**src/rtl/pdes_pkg.sv**
```systemverilog
// Shared PDES types: default widths, timestamp type, dispatcher state encoding.
package pdes_pkg;

  localparam int unsigned DEF_DWIDTH = 16;
  localparam int unsigned DEF_HDEPTH = 5;

  typedef logic [DEF_DWIDTH-1:0] ts_t;

  typedef enum logic [0:0] {
    IDLE  = 1'b0,
    OFFER = 1'b1
  } state_t;

  localparam ts_t TS_MAX = '1;

endpackage

```
**src/rtl/event_dispatcher_if.sv**
```systemverilog
// Queue-side and core-side signals of the event dispatcher.
interface event_dispatcher_if #(
  parameter int unsigned DWIDTH    = 16,
  parameter int unsigned HDEPTH    = 5,
  parameter int unsigned NUM_CORES = 4,
  parameter int unsigned CORE_ID_W = 2
);
  logic [HDEPTH-1:0]    q_count;
  logic [DWIDTH-1:0]    q_out_data;
  logic                 q_enq;
  logic                 q_deq;
  logic [NUM_CORES-1:0] disp_valid;
  logic [DWIDTH-1:0]    disp_data;
  logic [CORE_ID_W-1:0] disp_core;
  logic [NUM_CORES-1:0] disp_ready;
  logic [NUM_CORES-1:0] core_done;
  logic [NUM_CORES-1:0] core_busy;
  logic [DWIDTH-1:0]    gvt;
  logic                 gvt_valid;

  modport master (
    input  q_count, q_out_data, q_enq, disp_ready, core_done,
    output q_deq, disp_valid, disp_data, disp_core, core_busy, gvt, gvt_valid
  );

  modport slave (
    output q_count, q_out_data, q_enq, disp_ready, core_done,
    input  q_deq, disp_valid, disp_data, disp_core, core_busy, gvt, gvt_valid
  );
endinterface

```
**src/rtl/rr_select.sv**
```systemverilog
// Round-robin pick: first set bit of the free mask at or after rr, wrapping.
module rr_select #(
  parameter int unsigned NUM_CORES = 4,
  parameter int unsigned CORE_ID_W = 2
) (
  input  logic [NUM_CORES-1:0] free,
  input  logic [CORE_ID_W-1:0] rr,
  output logic [CORE_ID_W-1:0] sel,
  output logic                 found
);

  logic [CORE_ID_W-1:0] idx;

  always_comb begin
    sel   = '0;
    found = 1'b0;
    idx   = '0;
    for (int unsigned k = 0; k < NUM_CORES; k++) begin
      idx = CORE_ID_W'((32'(rr) + k) % NUM_CORES);
      if (!found && free[idx]) begin
        found = 1'b1;
        sel   = idx;
      end
    end
  end

endmodule

```
**src/rtl/event_dispatcher.sv**
```systemverilog
// Pops min-timestamp events from prio_q, offers each to one free core round-robin,
// and publishes a registered local GVT over the heap head and in-flight timestamps.
module event_dispatcher
  import pdes_pkg::*;
#(
  parameter int unsigned DWIDTH    = DEF_DWIDTH,
  parameter int unsigned HDEPTH    = DEF_HDEPTH,
  parameter int unsigned NUM_CORES = 4,
  parameter int unsigned CORE_ID_W = 2
) (
  input  logic                CLK,
  input  logic                rst,
  event_dispatcher_if.master  bus
);

  state_t               state;
  logic [DWIDTH-1:0]    hold_data;
  logic [CORE_ID_W-1:0] sel_q;
  logic [CORE_ID_W-1:0] rr;
  logic [CORE_ID_W-1:0] sel_c;
  logic                 found;
  logic [NUM_CORES-1:0] busy;
  logic [NUM_CORES-1:0] sel_onehot;
  logic [DWIDTH-1:0]    ts [NUM_CORES];
  logic                 q_nonempty;
  logic                 pop_ok;
  logic                 accept;
  logic [DWIDTH-1:0]    gvt_c;
  logic                 gvt_any;
  logic [DWIDTH-1:0]    gvt_q;
  logic                 gvt_valid_q;

  rr_select #(
    .NUM_CORES (NUM_CORES),
    .CORE_ID_W (CORE_ID_W)
  ) u_rr_select (
    .free  (~busy),
    .rr    (rr),
    .sel   (sel_c),
    .found (found)
  );

  assign q_nonempty = (bus.q_count != HDEPTH'(0));
  // Gated by rst so prio_q never loses an event while the dispatcher is held in reset.
  assign pop_ok = !rst && (state == IDLE) && q_nonempty && !bus.q_enq && found;
  assign accept = (state == OFFER) && bus.disp_ready[sel_q];

  always_comb begin
    sel_onehot        = '0;
    sel_onehot[sel_q] = 1'b1;
  end

  assign bus.q_deq      = pop_ok;
  assign bus.disp_valid = (state == OFFER) ? sel_onehot : '0;
  assign bus.disp_data  = (state == OFFER) ? hold_data : '0;
  assign bus.disp_core  = (state == OFFER) ? sel_q : '0;
  assign bus.core_busy  = busy;
  assign bus.gvt        = gvt_q;
  assign bus.gvt_valid  = gvt_valid_q;

  always_ff @(posedge CLK) begin
    if (rst) begin
      state       <= IDLE;
      hold_data   <= '0;
      sel_q       <= '0;
      rr          <= '0;
      busy        <= '0;
      gvt_q       <= '1;
      gvt_valid_q <= 1'b0;
    end else begin
      // A new dispatch only targets a free core, so set-after-clear never collides.
      busy        <= (busy & ~bus.core_done) | (accept ? sel_onehot : '0);
      gvt_q       <= gvt_any ? gvt_c : '1;
      gvt_valid_q <= gvt_any;
      unique case (state)
        IDLE: begin
          if (pop_ok) begin
            hold_data <= bus.q_out_data;
            sel_q     <= sel_c;
            state     <= OFFER;
          end
        end
        OFFER: begin
          if (accept) begin
            rr    <= (sel_q == CORE_ID_W'(NUM_CORES - 1)) ? '0 : sel_q + 1'b1;
            state <= IDLE;
          end
        end
        default: state <= IDLE;
      endcase
    end
  end

  // Per-core timestamps are only read while the matching busy flag is set.
  always_ff @(posedge CLK) begin
    if (accept) begin
      ts[sel_q] <= hold_data;
    end
  end

  always_comb begin
    gvt_any = q_nonempty;
    gvt_c   = q_nonempty ? bus.q_out_data : '1;
    if (state == OFFER) begin
      gvt_any = 1'b1;
      if (hold_data < gvt_c) gvt_c = hold_data;
    end
    for (int unsigned i = 0; i < NUM_CORES; i++) begin
      if (busy[i]) begin
        gvt_any = 1'b1;
        if (ts[i] < gvt_c) gvt_c = ts[i];
      end
    end
  end

endmodule

```
**src/flat_wrapper.sv**
```systemverilog
// flat-port wrapper written by rule: the top's interface ports become plain ports
module event_dispatcher_flat import pdes_pkg::*;
#(
  parameter int unsigned DWIDTH    = DEF_DWIDTH,
  parameter int unsigned HDEPTH    = DEF_HDEPTH,
  parameter int unsigned NUM_CORES = 4,
  parameter int unsigned CORE_ID_W = 2
)
  (CLK, rst, bus_q_count, bus_q_out_data, bus_q_enq, bus_disp_ready, bus_core_done, bus_q_deq, bus_disp_valid, bus_disp_data, bus_disp_core, bus_core_busy, bus_gvt, bus_gvt_valid);
  event_dispatcher_if #(.DWIDTH(DWIDTH), .HDEPTH(HDEPTH), .NUM_CORES(NUM_CORES), .CORE_ID_W(CORE_ID_W)) bus_i ();
  input  logic CLK;
  input  logic rst;
  input wire logic [$bits(bus_i.q_count)-1:0] bus_q_count;
  input wire logic [$bits(bus_i.q_out_data)-1:0] bus_q_out_data;
  input wire logic [$bits(bus_i.q_enq)-1:0] bus_q_enq;
  input wire logic [$bits(bus_i.disp_ready)-1:0] bus_disp_ready;
  input wire logic [$bits(bus_i.core_done)-1:0] bus_core_done;
  output wire logic [$bits(bus_i.q_deq)-1:0] bus_q_deq;
  output wire logic [$bits(bus_i.disp_valid)-1:0] bus_disp_valid;
  output wire logic [$bits(bus_i.disp_data)-1:0] bus_disp_data;
  output wire logic [$bits(bus_i.disp_core)-1:0] bus_disp_core;
  output wire logic [$bits(bus_i.core_busy)-1:0] bus_core_busy;
  output wire logic [$bits(bus_i.gvt)-1:0] bus_gvt;
  output wire logic [$bits(bus_i.gvt_valid)-1:0] bus_gvt_valid;
  assign bus_i.q_count = bus_q_count;
  assign bus_i.q_out_data = bus_q_out_data;
  assign bus_i.q_enq = bus_q_enq;
  assign bus_i.disp_ready = bus_disp_ready;
  assign bus_i.core_done = bus_core_done;
  assign bus_q_deq = bus_i.q_deq;
  assign bus_disp_valid = bus_i.disp_valid;
  assign bus_disp_data = bus_i.disp_data;
  assign bus_disp_core = bus_i.disp_core;
  assign bus_core_busy = bus_i.core_busy;
  assign bus_gvt = bus_i.gvt;
  assign bus_gvt_valid = bus_i.gvt_valid;
  event_dispatcher #(.DWIDTH(DWIDTH), .HDEPTH(HDEPTH), .NUM_CORES(NUM_CORES), .CORE_ID_W(CORE_ID_W)) u_core (.CLK(CLK), .rst(rst), .bus(bus_i));
endmodule
```
**config.mk**
```make
export PLATFORM = sky130hd
export DESIGN_NAME = event_dispatcher_flat
export DESIGN_NICKNAME = d
export VERILOG_FILES = /design/src/rtl/pdes_pkg.sv /design/src/rtl/event_dispatcher_if.sv /design/src/rtl/rr_select.sv /design/src/rtl/event_dispatcher.sv /design/src/flat_wrapper.sv
export SDC_FILE = /design/constraint.sdc
export NUM_CORES = 1
export LEC_CHECK = 0
export CAP_MARGIN = 20
export CELL_PAD_IN_SITES_DETAIL_PLACEMENT = 1
export CELL_PAD_IN_SITES_GLOBAL_PLACEMENT = 1
export CORE_MARGIN = 3
export CORE_UTILIZATION = 45
export CTS_CLUSTER_SIZE = 20
export DETAILED_ROUTE_END_ITERATION = 6
export PLACE_DENSITY_LB_ADDON = 0.15
export RECOVER_POWER = 25
export SKIP_CTS_REPAIR_TIMING = 1
export SYNTH_ARGS = -nofsm -noshare
export SYNTH_HDL_FRONTEND = slang
export SYNTH_SLANG_ARGS = --single-unit
```
**constraint.sdc**
```tcl
create_clock -name CLK -period 15.3 [get_ports CLK]
set_clock_uncertainty 0.1 [all_clocks]
set_input_delay 1.53 -clock CLK [delete_from_list [all_inputs] [get_ports CLK]]
set_output_delay 1.53 -clock CLK [all_outputs]
set_load 0.01 [all_outputs]
```
==> results of run 1 <==
flip-flops by register name, summed over array words and instances (netlist names):
signal and cells:
u_core.bus.core_busy 4, u_core.bus.gvt 16, u_core.sel_q 2, u_core.ts 64, u_core.bus.gvt_valid 1, u_core.state 1
u_core.rr 2, u_core.hold_data 16
per-layer routing:
metal | global-route usage | wire, um
met1 | 0.295 | 8200
met2 | 0.421 | 9530
met3 | 0.0378 | 846
met4 | 0.0791 | 348
met5 | 0 | 0
logic make-up (layout without fill, tap and decap cells):
family,Yosys count,in the layout,share of synthesized area
buf+inv,82,155,0.0492
fa+ha+maj,76,76,0.139
compound gates,135,135,0.130
xor+xnor,1,1,0.00130
simple gates,222,222,0.165
flops,106,106,0.409
mux,67,67,0.106
critical path, delay by kind of cell:
| family | cells | cell delay (ps) |
|---|---|---|
| muxes | 5 | 1520 |
| AOI/OAI and AO/OA | 27 | 5400 |
| buffers and inverters | 8 | 1580 |
| and+or+nand+nor | 11 | 3150 |
| adders and majority gates | 5 | 1310 |
final cells by class:
cell class / count / area (um2) / area share
multi-input combinational: 501 / 3670 / 0.460
sequential: 106 / 2760 / 0.346
timing repair buffer: 80 / 801 / 0.100
clock buffer: 14 / 254 / 0.0319
tap: 184 / 230 / 0.0289
inverter: 59 / 221 / 0.0278
clock inverter: 2 / 37.5 / 0.00471
where the power goes:
| part | internal (mW) | leakage, nW | switching (mW) |
|---|---|---|---|
| sequential | 0.309 | 0.908 | 0.00932 |
| clock | 0.132 | 0.137 | 0.109 |
| combinational | 0.0564 | 2.24 | 0.0637 |
| total | 0.498 | 3.29 | 0.183 |
Yosys cell counts (all sizes together), types with 2 or more instances:
| master | instances | area share |
|---|---|---|
| nor3 | 5 | 0.0044 |
| a21oi | 68 | 0.051 |
| edfxtp | 64 | 0.28 |
| nor2 | 68 | 0.039 |
| o211ai | 2 | 0.0022 |
| nor4 | 2 | 0.0019 |
| mux2 | 29 | 0.048 |
| a21boi | 2 | 0.0022 |
| dfxtp | 42 | 0.12 |
| nor2b | 11 | 0.010 |
| o2111ai | 3 | 0.0039 |
| buf | 8 | 0.0081 |
| nand3 | 9 | 0.0067 |
| o41ai | 2 | 0.0054 |
| nand2b | 9 | 0.0083 |
| o21ai | 19 | 0.014 |
| nand4 | 11 | 0.010 |
| and3 | 2 | 0.0026 |
| or2 | 3 | 0.0028 |
| a21o | 15 | 0.017 |
| mux2i | 37 | 0.055 |
| maj3 | 4 | 0.0059 |
| o31ai | 5 | 0.012 |
| a211oi | 4 | 0.0044 |
| nand2 | 52 | 0.029 |
| inv | 58 | 0.032 |
| clkbuf | 15 | 0.0083 |
| ha | 72 | 0.13 |
| a211o | 2 | 0.0026 |
| or3 | 2 | 0.0019 |
| o21a | 3 | 0.0033 |
| and2 | 42 | 0.039 |
stage by stage:
step | std cells | worst slack (ps) | power (mW) | util
after global placement | 928 | 804 | 0.436 | 0.524
after detailed placement | 928 | 194 | 0.444 | 0.524
after global routing | 946 | 69.5 | 0.710 | 0.547
final | 946 | 959 | 0.681 | 0.547
after CTS | 944 | 374 | 0.683 | 0.544
after floorplan | 689 | 1920 | 0.397 | -
cell usage in the layout, fill, tap and decap left out, types with 29 or more instances in the layout:
cell type / count
sky130_fd_sc_hd__clkdlybuf4s50_1: 75
sky130_fd_sc_hd__ha_1: 72
sky130_fd_sc_hd__nor2_1: 67
sky130_fd_sc_hd__a21oi_1: 67
sky130_fd_sc_hd__edfxtp_1: 64
sky130_fd_sc_hd__inv_1: 58
sky130_fd_sc_hd__nand2_1: 52
sky130_fd_sc_hd__dfxtp_1: 42
sky130_fd_sc_hd__mux2i_1: 37
sky130_fd_sc_hd__and2_1: 34
sky130_fd_sc_hd__mux2_2: 29
final timing paths:
path,start,end
worst max-delay path,bus_q_count[0],u_core.bus.gvt[2]
worst min-delay path,u_core.rr[1],u_core.rr[1]
worst max register to register,u_core.hold_data[11],u_core.bus.gvt[2]
worst min register to register,u_core.rr[1],u_core.rr[1]
==> reports/qor.yml, run 1 <==
drt_wl_total_um: 18900
coreArea_um2: 14600
finalCritPeriodShare: 0.937
type_of_the_worst_min_delay_path: "reg -> reg"
placement.io_buffers: 75
outcome: "finished, final reports clean"
final_nets: 861
initial_core_util: 0.463
worst_pin_slew_ps: 1040
groute.usage.overall: 0.237
final_max_slew_viol_count: 0
path_class: "in -> reg"
synth-seq-cells: 106
htree_levels: 3
setup_repair_after_global_routing_missed_its_margin: "false"
net_count_of_the_mapped_netlist: 793
finalHoldWorstSlack_ps: 452
detail_route.drc_violations: 0
synth_edf_count: 64
vdd_ir_drop_max_v: 0.0000556
ff2ff_setup_slack_ps: 3030
cellLeakagePower_nw: 3.29
cp-end-kind: "flop"
grt_pass1_vias: 5774
drtPass1Iterations: 4
gpl.final_weighted_congestion: 0.932
route.antenna.remaining_nets: 0
cts_tree: "done"
post_synthesis_sequential_area_ratio: 0.409
die_area_um2: 16500
num_vias: 5384
postSynth.asyncResetShare: 0
crit_arrival_ps: 14520
n_fill_cell: 1657
clockRootBuffer: "sky130_fd_sc_hd__clkbuf_16"
layout-area-overhead-vs-synth_pct: 18.0
fmax_ghz: 0.0697
netlist_instances: 689
grt_pass1_wl_um: 30400
setup_viol: 0
hold_path_cells: 2
synthesis.area_per_instance_um2: 9.81
die-height_um: 129
ys_warn_count: 0
drtIter0Drc: 197
p_per_cell_area_nw_per_um2: 85.3
period_minus_slack_ps: 14340
design_area_um2: 7970
antenna_cells: 0
critPathLaunchType: "input pin"
worstSkewPairLatency_ps: 360
residual_overflow_from_global_routing: 0
ios: 76
tns_setup_ps: 0
ys_types: 62
initial_antenna_violation_count: 0
dpl-instance-area_um2: 7650
critical-path-top-cell-by-count: "sky130_fd_sc_hd__a21o_1"
max-slew-margin-rel: 0.305
cap_viol_max_count: 0
worst_r2r_path_depth: 51
cts-root-to-sink-buffers: 2
timing.critical_path.required_ps: 15480
avgRoutedWirePerCell_um: 20.0
timing.critical_path.slowest_stage_cell: "sky130_fd_sc_hd__or4b_2"
mappedNetlistArea_um2: 6760
yosys_most_used_dff: "sky130_fd_sc_hd__edfxtp_1"
row_count: 44
clk_pin_slew_ps: 70
cts_inserted_buffers: 9
delay_of_the_slowest_critical_path_stage_ps: 740
clock_sink_count: 106
grt_start_max_net_pins: 29
post_drt_via_cell_ratio: 5.69
layout-drive-gt1-share: 0.0814
final-hold-violation-count: 0
max_fo_critical_path: 21
die_w_um: 129
dp_hpwl_um: 14700
Power figures use the tool's default switching activity.
==> run 2: changes to the inputs <==
CORE_ASPECT_RATIO = 1.25   (was unset)
CORE_MARGIN = unset   (was 3)
==> run 2 against run 1 <==
Compared with the run above: the flow now finishes with violations (design-rule violations); sequential power is essentially flat; maximum frequency is 0.36% lower; count of clock-buffer cells in the layout shrank 5; final area fell by 0.16%; clock power down 9.1%.
==> reports/qor.yml, run 2 (synthesis results as in run 1) <==
finalCritPeriodShare: 0.941  # was 0.937
layout-drive-gt1-share: 0.0878  # was 0.0814
crit_arrival_ps: 14570  # was 14,520 ps
delay_of_the_slowest_critical_path_stage_ps: 740  # about the same
period_minus_slack_ps: 14390  # was 14,340 ps
cts-root-to-sink-buffers: 2  # unchanged
die_w_um: 112  # was 129 um
mostFrequentLayoutCell: "sky130_fd_sc_hd__clkdlybuf4s50_1"  # unchanged
cts_tree: "done"  # unchanged
final_nets: 862  # was 861
regToRegStartpoint: "u_core.hold_data[15]"  # was u_core.hold_data[11]
route.antenna.remaining_nets: 0  # unchanged
min_from: "u_core.ts[3][8]"  # was u_core.rr[1]
setup_viol: 0  # unchanged
commonest_cells_after_routing_fill_and_taps_aside: "sky130_fd_sc_hd__clkdlybuf4s50_1 (75), sky130_fd_sc_hd__ha_1 (72), sky130_fd_sc_hd__nor2_1 (67), sky130_fd_sc_hd__a21oi_1 (67), sky130_fd_sc_hd__edfxtp_1 (64)"  # unchanged
vdd_ir_drop_max_v: 0.0000562  # was 0.0000556 V
worst_pin_slew_ps: 1050  # was 1040 ps
clockRootBuffer: "sky130_fd_sc_hd__clkbuf_16"  # unchanged
clock_sink_count: 106  # unchanged
drt_wl_total_um: 18400  # was 18,900 um
design_area_um2: 7960  # was 7970 um2
cp-startpoint: "bus_q_count[0]"  # unchanged
ff2ff_setup_slack_ps: 3050  # was 3030 ps
clk_pin_slew_ps: 70  # about the same
critical-path-top-cell-by-count: "sky130_fd_sc_hd__a21o_1"  # unchanged
groute.usage.overall: 0.251  # was 0.237
worst-path-buf-inv: 7  # was 8
max-slew-margin-rel: 0.297  # was 0.305
path_class: "in -> reg"  # unchanged
die-height_um: 139  # was 129 um
num_vias: 5321  # was 5,384
cellLeakagePower_nw: 3.28  # was 3.29 nW
fmax_ghz: 0.0695  # was 0.0697 GHz
type_of_the_worst_min_delay_path: "reg -> reg"  # unchanged
outcome: "finished with violations"  # was finished, final reports clean
htree_levels: 3  # unchanged
final_max_slew_viol_count: 0  # unchanged
tns_setup_ps: 0  # unchanged
cap_viol_max_count: 0  # unchanged
timing.critical_path.slowest_stage_cell: "sky130_fd_sc_hd__or4b_2"  # unchanged
cts_inserted_buffers: 9  # unchanged
final-hold-violation-count: 0  # unchanged
placement.io_buffers: 75  # unchanged
avgRoutedWirePerCell_um: 19.6  # was 20.0 um
die_area_um2: 15500  # was 16,500 um2
initial_core_util: 0.465  # was 0.463
timing.critical_path.required_ps: 15480  # about the same
antenna_cells: 0  # unchanged
grt_pass1_vias: 5860  # was 5,774
grt_start_max_net_pins: 28  # was 29
gr-usage-met2: 0.472  # was 0.421
detail_route.drc_violations: 1  # was 0
n_fill_cell: 1694  # was 1,657
drtIter0Drc: 194  # was 197
failed_checks: "design-rule violations"
global_route.usage.met3: 0.0280  # was 0.0378
critPathLaunchType: "input pin"  # unchanged
residual_overflow_from_global_routing: 0  # unchanged
fin_total_pwr_mw: 0.657  # was 0.681 mW
initial_antenna_violation_count: 0  # unchanged
setup_repair_after_global_routing_missed_its_margin: "false"  # unchanged
finalHoldWorstSlack_ps: 449  # was 452 ps
post_drt_via_cell_ratio: 5.65  # was 5.69
top_register: "u_core.ts"  # unchanged
coreArea_um2: 14500  # was 14,600 um2
cp-end-kind: "flop"  # unchanged
drtPass1Iterations: 6  # was 4
ios: 76  # unchanged
dpl-instance-area_um2: 7650  # unchanged
worstSkewPairLatency_ps: 360  # about the same
largest_register_ffs: 64  # unchanged
row_count: 49  # was 44
gpl.final_weighted_congestion: 0.947  # was 0.932
finish.cell_count_without_fillers: 941  # was 946
layout-area-overhead-vs-synth_pct: 17.8  # was 18.0%
critical-path-top-delay-family: "compound AO/OA/AOI/OAI gates"  # unchanged
p_per_cell_area_nw_per_um2: 82.6  # was 85.3 nW/um2
grt_most_used_layer: "met2"  # unchanged
max_fo_critical_path: 21  # unchanged
grt_pass1_wl_um: 30000  # was 30,400 um
met1_demand_to_capacity_share_in_global_routing: 0.285  # was 0.295
placedCellCount: 923  # was 928
dp_hpwl_um: 14800  # was 14,700 um
[run 2: final cells by class]
class                   instances  area [um2]  share of cell area
flip-flops and latches        106        2760               0.347
repair buffers                 81         808               0.102
clock inverters                 7        46.3             0.00581
inverters                      59         221              0.0278
clock buffers                   9         225              0.0283
well taps                     178         223              0.0280
multi-input cells             501        3670               0.462
[run 2: routing by layer]
metal  wire length, um  share of wire  vias to the layer above
met5                 0              0                        -
met4               508          0.028                        0
met3               368          0.020                       25
met2              9780           0.53                       92
met1              7780           0.42                     2611
li1                  -              -                     2593
[run 2: tightest hold or removal path: stages, from the launching register on]
cell and delay (ps):
sky130_fd_sc_hd__edfxtp_1 350, sky130_fd_sc_hd__nor2_1 50, sky130_fd_sc_hd__mux2i_1 110
[run 2: worst paths after layout]
check	endpoint	depth (start not counted)
max reg2reg	u_core.bus.gvt[15]	51
max	u_core.bus.gvt[15]	56
min	u_core.bus.gvt[8]	2
min reg2reg	u_core.bus.gvt[8]	2
[run 2: through the flow]
step | utilization | worst slack (ps)
2_1_floorplan | - | 1920
3_3_place_gp | 0.526 | 259
3_5_place_dp | 0.526 | -334
4_1_cts | 0.545 | 31.6
5_1_grt | 0.548 | 93.3
6_report | 0.548 | 907
[run 2: power by group]
part | internal, mW | total, mW | switching, mW | leakage [nW]
Combinational | 0.0566 | 0.120 | 0.0633 | 2.25
Clock | 0.110 | 0.220 | 0.110 | 0.129
Sequential | 0.309 | 0.318 | 0.00823 | 0.908
Total | 0.476 | 0.657 | 0.181 | 3.28
